### src/rtl/iq_gen_deadlock_watchdog.sv
// Deadlock watchdog for the iq_gen core: qualifies monitor stalls, latches the
// blocked streams, raises a sticky interrupt and optionally sequences a core
// reset followed by a hold-off window.
module iq_gen_deadlock_watchdog #(
   parameter int unsigned N_AXIS         = 3,
   parameter int unsigned TIMEOUT_W      = 16,
   parameter int unsigned RST_CYCLES     = 16,
   parameter int unsigned HOLDOFF_CYCLES = 16
) (
   input  logic                  ap_clk,
   input  logic                  ap_rst_n,
   input  logic                  block,
   input  logic [3*N_AXIS-1:0]   axis_block_info,
   input  logic                  inst_idle,
   input  logic                  enable,
   input  logic                  recover_en,
   input  logic [TIMEOUT_W-1:0]  timeout,
   input  logic                  clear,
   output logic                  core_rst_n,
   output logic                  irq,
   output logic [N_AXIS-1:0]     blocked_mask,
   output logic [7:0]            event_count,
   output logic [2:0]            state
);

   localparam int unsigned CNT_W  = TIMEOUT_W + 1;
   localparam int unsigned PH_MAX = (RST_CYCLES > HOLDOFF_CYCLES) ? RST_CYCLES : HOLDOFF_CYCLES;
   localparam int unsigned PH_W   = (PH_MAX > 1) ? $clog2(PH_MAX) : 1;
   localparam int unsigned EVT_W  = 8;

   typedef enum logic [2:0] {
      ST_IDLE     = 3'd0,
      ST_ARMED    = 3'd1,
      ST_COUNT    = 3'd2,
      ST_DEADLOCK = 3'd3,
      ST_RECOVER  = 3'd4,
      ST_HOLDOFF  = 3'd5
   } state_t;

   state_t                 state_q;
   state_t                 state_d;
   logic [TIMEOUT_W-1:0]   cnt_q;
   logic [TIMEOUT_W-1:0]   cnt_d;
   logic [PH_W-1:0]        ph_q;
   logic [PH_W-1:0]        ph_d;
   logic                   abort_q;
   logic                   abort_d;
   logic                   irq_d;
   logic [N_AXIS-1:0]      mask_d;
   logic [EVT_W-1:0]       evt_d;
   logic                   core_rst_n_d;

   logic [N_AXIS-1:0]      chan;
   logic                   qual;
   logic [TIMEOUT_W-1:0]   t_eff;
   logic [CNT_W-1:0]       cnt_inc;
   logic                   hit;
   logic [TIMEOUT_W-1:0]   cnt_sat_next;
   logic                   enter_dl;

   // Per-channel blocked decode: any nonzero 3-bit field marks the channel.
   always_comb begin
      chan = '0;
      for (int i = 0; i < int'(N_AXIS); i++) begin
         chan[i] = |axis_block_info[3*i +: 3];
      end
   end

   // Qualification and timeout comparison; a zero timeout behaves as one.
   always_comb begin
      qual         = block & ~inst_idle;
      t_eff        = (timeout == '0) ? TIMEOUT_W'(1) : timeout;
      cnt_inc      = {1'b0, cnt_q} + CNT_W'(1);
      hit          = (cnt_inc >= {1'b0, t_eff});
      cnt_sat_next = (&cnt_q) ? cnt_q : cnt_q + TIMEOUT_W'(1);
   end

   // Next-state logic and internal counter updates.
   always_comb begin
      state_d  = state_q;
      cnt_d    = cnt_q;
      ph_d     = ph_q;
      abort_d  = abort_q;
      enter_dl = 1'b0;

      unique case (state_q)
         ST_IDLE: begin
            cnt_d = '0;
            if (enable) begin
               state_d = ST_ARMED;
            end
         end

         ST_ARMED: begin
            cnt_d = '0;
            if (!enable) begin
               state_d = ST_IDLE;
            end else if (qual) begin
               if (t_eff == TIMEOUT_W'(1)) begin
                  state_d  = ST_DEADLOCK;
                  enter_dl = 1'b1;
               end else begin
                  state_d = ST_COUNT;
                  cnt_d   = TIMEOUT_W'(1);
               end
            end
         end

         ST_COUNT: begin
            if (!enable) begin
               state_d = ST_IDLE;
               cnt_d   = '0;
            end else if (qual) begin
               if (hit) begin
                  state_d  = ST_DEADLOCK;
                  enter_dl = 1'b1;
                  cnt_d    = '0;
               end else begin
                  cnt_d = cnt_sat_next;
               end
            end else begin
               state_d = ST_ARMED;
               cnt_d   = '0;
            end
         end

         ST_DEADLOCK: begin
            cnt_d = '0;
            if (!enable) begin
               state_d = ST_IDLE;
            end else if (recover_en) begin
               state_d = ST_RECOVER;
               ph_d    = '0;
               abort_d = 1'b0;
            end else if (clear) begin
               state_d = ST_ARMED;
            end
         end

         // Reset pulse always runs to completion; a disable seen anywhere
         // during the pulse redirects the exit to IDLE.
         ST_RECOVER: begin
            if (!enable) begin
               abort_d = 1'b1;
            end
            if (ph_q == PH_W'(RST_CYCLES - 1)) begin
               ph_d = '0;
               if (abort_q || !enable) begin
                  state_d = ST_IDLE;
               end else begin
                  state_d = ST_HOLDOFF;
               end
            end else begin
               ph_d = ph_q + PH_W'(1);
            end
         end

         ST_HOLDOFF: begin
            if (!enable) begin
               state_d = ST_IDLE;
               ph_d    = '0;
            end else if (ph_q == PH_W'(HOLDOFF_CYCLES - 1)) begin
               state_d = ST_ARMED;
               ph_d    = '0;
            end else begin
               ph_d = ph_q + PH_W'(1);
            end
         end

         default: begin
            state_d = ST_IDLE;
            cnt_d   = '0;
            ph_d    = '0;
            abort_d = 1'b0;
         end
      endcase
   end

   // Status outputs: clear wipes the sticky bits, a coincident detection wins.
   always_comb begin
      irq_d  = irq;
      mask_d = blocked_mask;
      evt_d  = event_count;
      if (clear) begin
         irq_d  = 1'b0;
         mask_d = '0;
      end
      if (enter_dl) begin
         irq_d  = 1'b1;
         mask_d = mask_d | chan;
         evt_d  = (&event_count) ? event_count : event_count + EVT_W'(1);
      end
      core_rst_n_d = (state_d != ST_RECOVER);
   end

   // State and counter registers.
   always_ff @(posedge ap_clk or negedge ap_rst_n) begin
      if (!ap_rst_n) begin
         state_q <= ST_IDLE;
         cnt_q   <= '0;
         ph_q    <= '0;
         abort_q <= 1'b0;
      end else begin
         state_q <= state_d;
         cnt_q   <= cnt_d;
         ph_q    <= ph_d;
         abort_q <= abort_d;
      end
   end

   // Registered outputs; reset releases the core immediately.
   always_ff @(posedge ap_clk or negedge ap_rst_n) begin
      if (!ap_rst_n) begin
         core_rst_n   <= 1'b1;
         irq          <= 1'b0;
         blocked_mask <= '0;
         event_count  <= '0;
      end else begin
         core_rst_n   <= core_rst_n_d;
         irq          <= irq_d;
         blocked_mask <= mask_d;
         event_count  <= evt_d;
      end
   end

   assign state = state_q;

endmodule

### config.mk
export PLATFORM = sky130hd
export DESIGN_NAME = iq_gen_deadlock_watchdog
export DESIGN_NICKNAME = d
export VERILOG_FILES = /design/src/rtl/iq_gen_deadlock_watchdog.sv
export SDC_FILE = /design/constraint.sdc
export NUM_CORES = 1
export LEC_CHECK = 0
export BUFFER_PORTS_ARGS = -buffer_cell sky130_fd_sc_hd__buf_2
export CAP_MARGIN = 20
export CORE_MARGIN = 2
export CORE_UTILIZATION = 56
export CTS_CLUSTER_SIZE = 40
export DETAILED_ROUTE_END_ITERATION = 10
export GPL_ROUTABILITY_DRIVEN = 1
export PLACE_DENSITY = 0.85
export SLEW_MARGIN = 0
export SYNTH_ARGS = -nofsm -noshare
export SYNTH_HDL_FRONTEND = slang
export SYNTH_SLANG_ARGS = --single-unit
export TNS_END_PERCENT = 30
### constraint.sdc
create_clock -name ap_clk -period 4.1 [get_ports ap_clk]
set_input_delay 0.41 -clock ap_clk [delete_from_list [all_inputs] [get_ports ap_clk]]
set_output_delay 0.41 -clock ap_clk [all_outputs]
set_load 0.05 [all_outputs]
==> results.toml <==
[worst_setup_path]
required_ns = 4.27
end_kind = "flip-flop"
reg2reg_depth = 12
critPathSlowestCell = "dfrtp_1"
timing.rr.end = "event_count[6]"
cpMostUsedCell = "ha_1"
crit_chain = "ha_1 -> nand3_1 -> nor2_1 -> and3_1 -> xor2_1 -> ha_1 -> a211oi_1 -> o21ai_0 -> o221ai_2 -> o211ai_4 -> o211ai_1 -> mux2_1"
critPathBufInv = 0
cp_top_family = "compound AO/OA/AOI/OAI gates"
r2r_start = "cnt_q[0]"
startpoint = "cnt_q[0]"
path_max_fanout = 8
cp.depth = 12
cpPeakStageDelay_ns = 0.45
path_class = "reg2reg"
r2r_setup_slack_ns = 0.51
cp-start-kind = "flip-flop"
crit_end = "event_count[6]"
cp.arrival_ns = 3.77

[timing]
whs_ns = 0.211
fin_setup_tns_ns = 0
min_period_ns = 3.59
skew_ns = 0.00636
fin_ws_ns = 0.509
worstMarginPinSlew_ns = 0.824
slew_viol_final = 0
relSlewSlack_pct = 45.0
rsz0062_at_grt = "no"
fin_crit_sh_pct = 87.6
fmax_mhz = 278
finalHoldViolCount = 0
setup_viol = 0

[finish]
drive_gt1_share_pct = 22.3
utilization_pct = 67.1
final_common_cell = "buf_2"
syn_to_final_growth_pct = 15.7
multi_input_area_um2 = 1470
n_fill_cell = 336
layout_common_cells = "47 x buf_2, 36 x dfrtp_1, 26 x inv_1"
seqCellArea_um2 = 927
layout.nets = 364
n_antenna_cell = 0

[clocking]
cts.htree.levels = 2
insertion_delay_ns = 0.29
cts_resized = 0
postCtsHoldBufs = 0
clk_pin_slew_worst_paths_ns = 0.08
clock-sinks = 37
cts_tree = "done"
root_buffer = "clkbuf_8"
clock_path_buffers = 2
numCtsBuffers = 5
cts_setup_buffers = 0

[die]
die_y_um = 71.2
die_x_um = 71.2
die-area_um2 = 5060
pin_count = 48
core_um2 = 4350
rows = 24
start_util_pct = 58.0

[grt]
grt-busiest-layer = "met2"
met2_usage_pct = 41.3
grtUsageTotal_pct = 25.0
grt_overflow = 0
grt_start_max_net_pins = 38
antenna_found_initial = 0
globalRouteMet3Util_pct = 4.84
grt_use_met1_pct = 31.8
grt_pass1_wl_um = 9940
grt_pass1_vias = 2189

[run_status]
status = "finished clean"

[synth]
synth-edff-count = 0
ys_seq_area_share_pct = 36.7
syn_inst = 263
syn_area_per_cell_um2 = 9.61
synth-main-ff-cell = "dfrtp_1"
yosysUniqueCellTypes = 51
synth_nets = 314
synth-async-reset-ratio_pct = 100
netlist_area_um2 = 2530
synth_warnings = 0
ys_ff_latch = 37

[place]
gp_congestion = 0.923
numPortBuffers = 47
hpwlAfterDp_um = 4520
pre_cts_ws_ns = 0.591

[detailed_routing]
vias = 2216
drtIter0Drc = 166
vias_per_cell = 6.05
first_pass_iters = 4
ant_nets = 0
drt_wl_total_um = 5880
drc_errors = 0
post_drt_wl_per_cell_um = 16.1

[job]
cap_violations = 0

[power]
p_leak_nw = 1.50
power.density_nw_per_um2 = 287
power_mw = 0.839
ir_drop_v = 0.000343

[hold_path]
timing.hold.worst.class = "in2async"
-- where the power goes --
| group | leakage, nW | internal (mW) | switching (mW) | total, mW |
|---|---|---|---|---|
| Sequential | 0.508 | 0.380 | 0.0204 | 0.401 |
| Combinational | 0.934 | 0.0438 | 0.0650 | 0.109 |
| Clock | 0.0585 | 0.198 | 0.131 | 0.329 |
| Total | 1.50 | 0.623 | 0.216 | 0.839 |
-- worst min path at each step --
stage                         from         endpoint  slack, ns  depth (start not counted)
final                     ap_rst_n        cnt_q[10]       0.21                          1
after global routing      ap_rst_n  blocked_mask[1]       0.27                          1
after CTS                 ap_rst_n  blocked_mask[1]       0.24                          1
after detailed placement   ph_q[3]          ph_q[3]       0.48                          1
after global placement     ph_q[3]          ph_q[3]       0.48                          1
after floorplan           ap_rst_n          abort_q       0.11                          0
-- logic make-up (layout without fill, tap and decap cells) --
kind of cell / count (synthesis) / after routing / synth area share [%]
DFF: 37 / 37 / 36.7
AOI/OAI and AO/OA: 70 / 70 / 22.3
buffers and inverters: 31 / 82 / 4.95
and+or+nand+nor: 85 / 85 / 18.9
adders and majority gates: 19 / 19 / 9.41
muxes: 3 / 3 / 1.44
xor gates and xnor gates: 18 / 18 / 6.24
-- stage by stage --
step                cell area (um^2)  cells
detailed placement              2800    357
floorplan                       2530    263
global route                    2920    366
finish                          2920    366
global placement                2800    357
CTS                             2920    365
-- cells in the mapped netlist, types with 2 or more instances --
library cell | number | share of area (%)
nor2b_1 | 2 | 0.50
nor3_1 | 7 | 1.4
a21o_1 | 5 | 1.5
ha_1 | 19 | 9.4
xor2_1 | 8 | 2.8
nand4_1 | 10 | 2.5
o211ai_1 | 4 | 1.2
dfrtp_1 | 36 | 36
nor2_1 | 16 | 2.4
inv_1 | 26 | 3.9
o21ai_0 | 10 | 2.0
nand2_1 | 16 | 2.4
a22o_1 | 13 | 4.5
nor4_2 | 3 | 1.5
and3_1 | 9 | 2.2
a211oi_1 | 6 | 1.8
clkbuf_1 | 3 | 0.45
o21a_1 | 2 | 0.59
o21ai_1 | 4 | 0.79
xnor2_1 | 10 | 3.5
nand3_1 | 5 | 0.99
or2_2 | 2 | 0.50
o22ai_1 | 5 | 1.2
or3_1 | 2 | 0.50
o31ai_1 | 2 | 0.59
a21oi_1 | 7 | 1.4
nand2b_1 | 7 | 1.7
-- per-layer routing --
layer / vias up / wire, um
met2: 77 / 2960
met1: 1054 / 2400
met5: - / 0
met3: 22 / 339
met4: 0 / 174
li1: 1063 / -
-- registers in the layout (all words and copies together) (netlist names) --
name and cells:
irq 1, cnt_q 16, event_count 8, core_rst_n 1
abort_q 1, ph_q 4, state 3, blocked_mask 3
-- layout make-up --
type                    count  share of cell area [%]
inverters                  26                    3.34
clock buffers               7                    2.95
repair buffers             48                    8.30
well taps                  52                    2.23
flip-flops and latches     37                    31.7
clock inverters             1                    1.03
multi-input cells         195                    50.4
No activity file was read; power rests on OpenSTA's default activity.
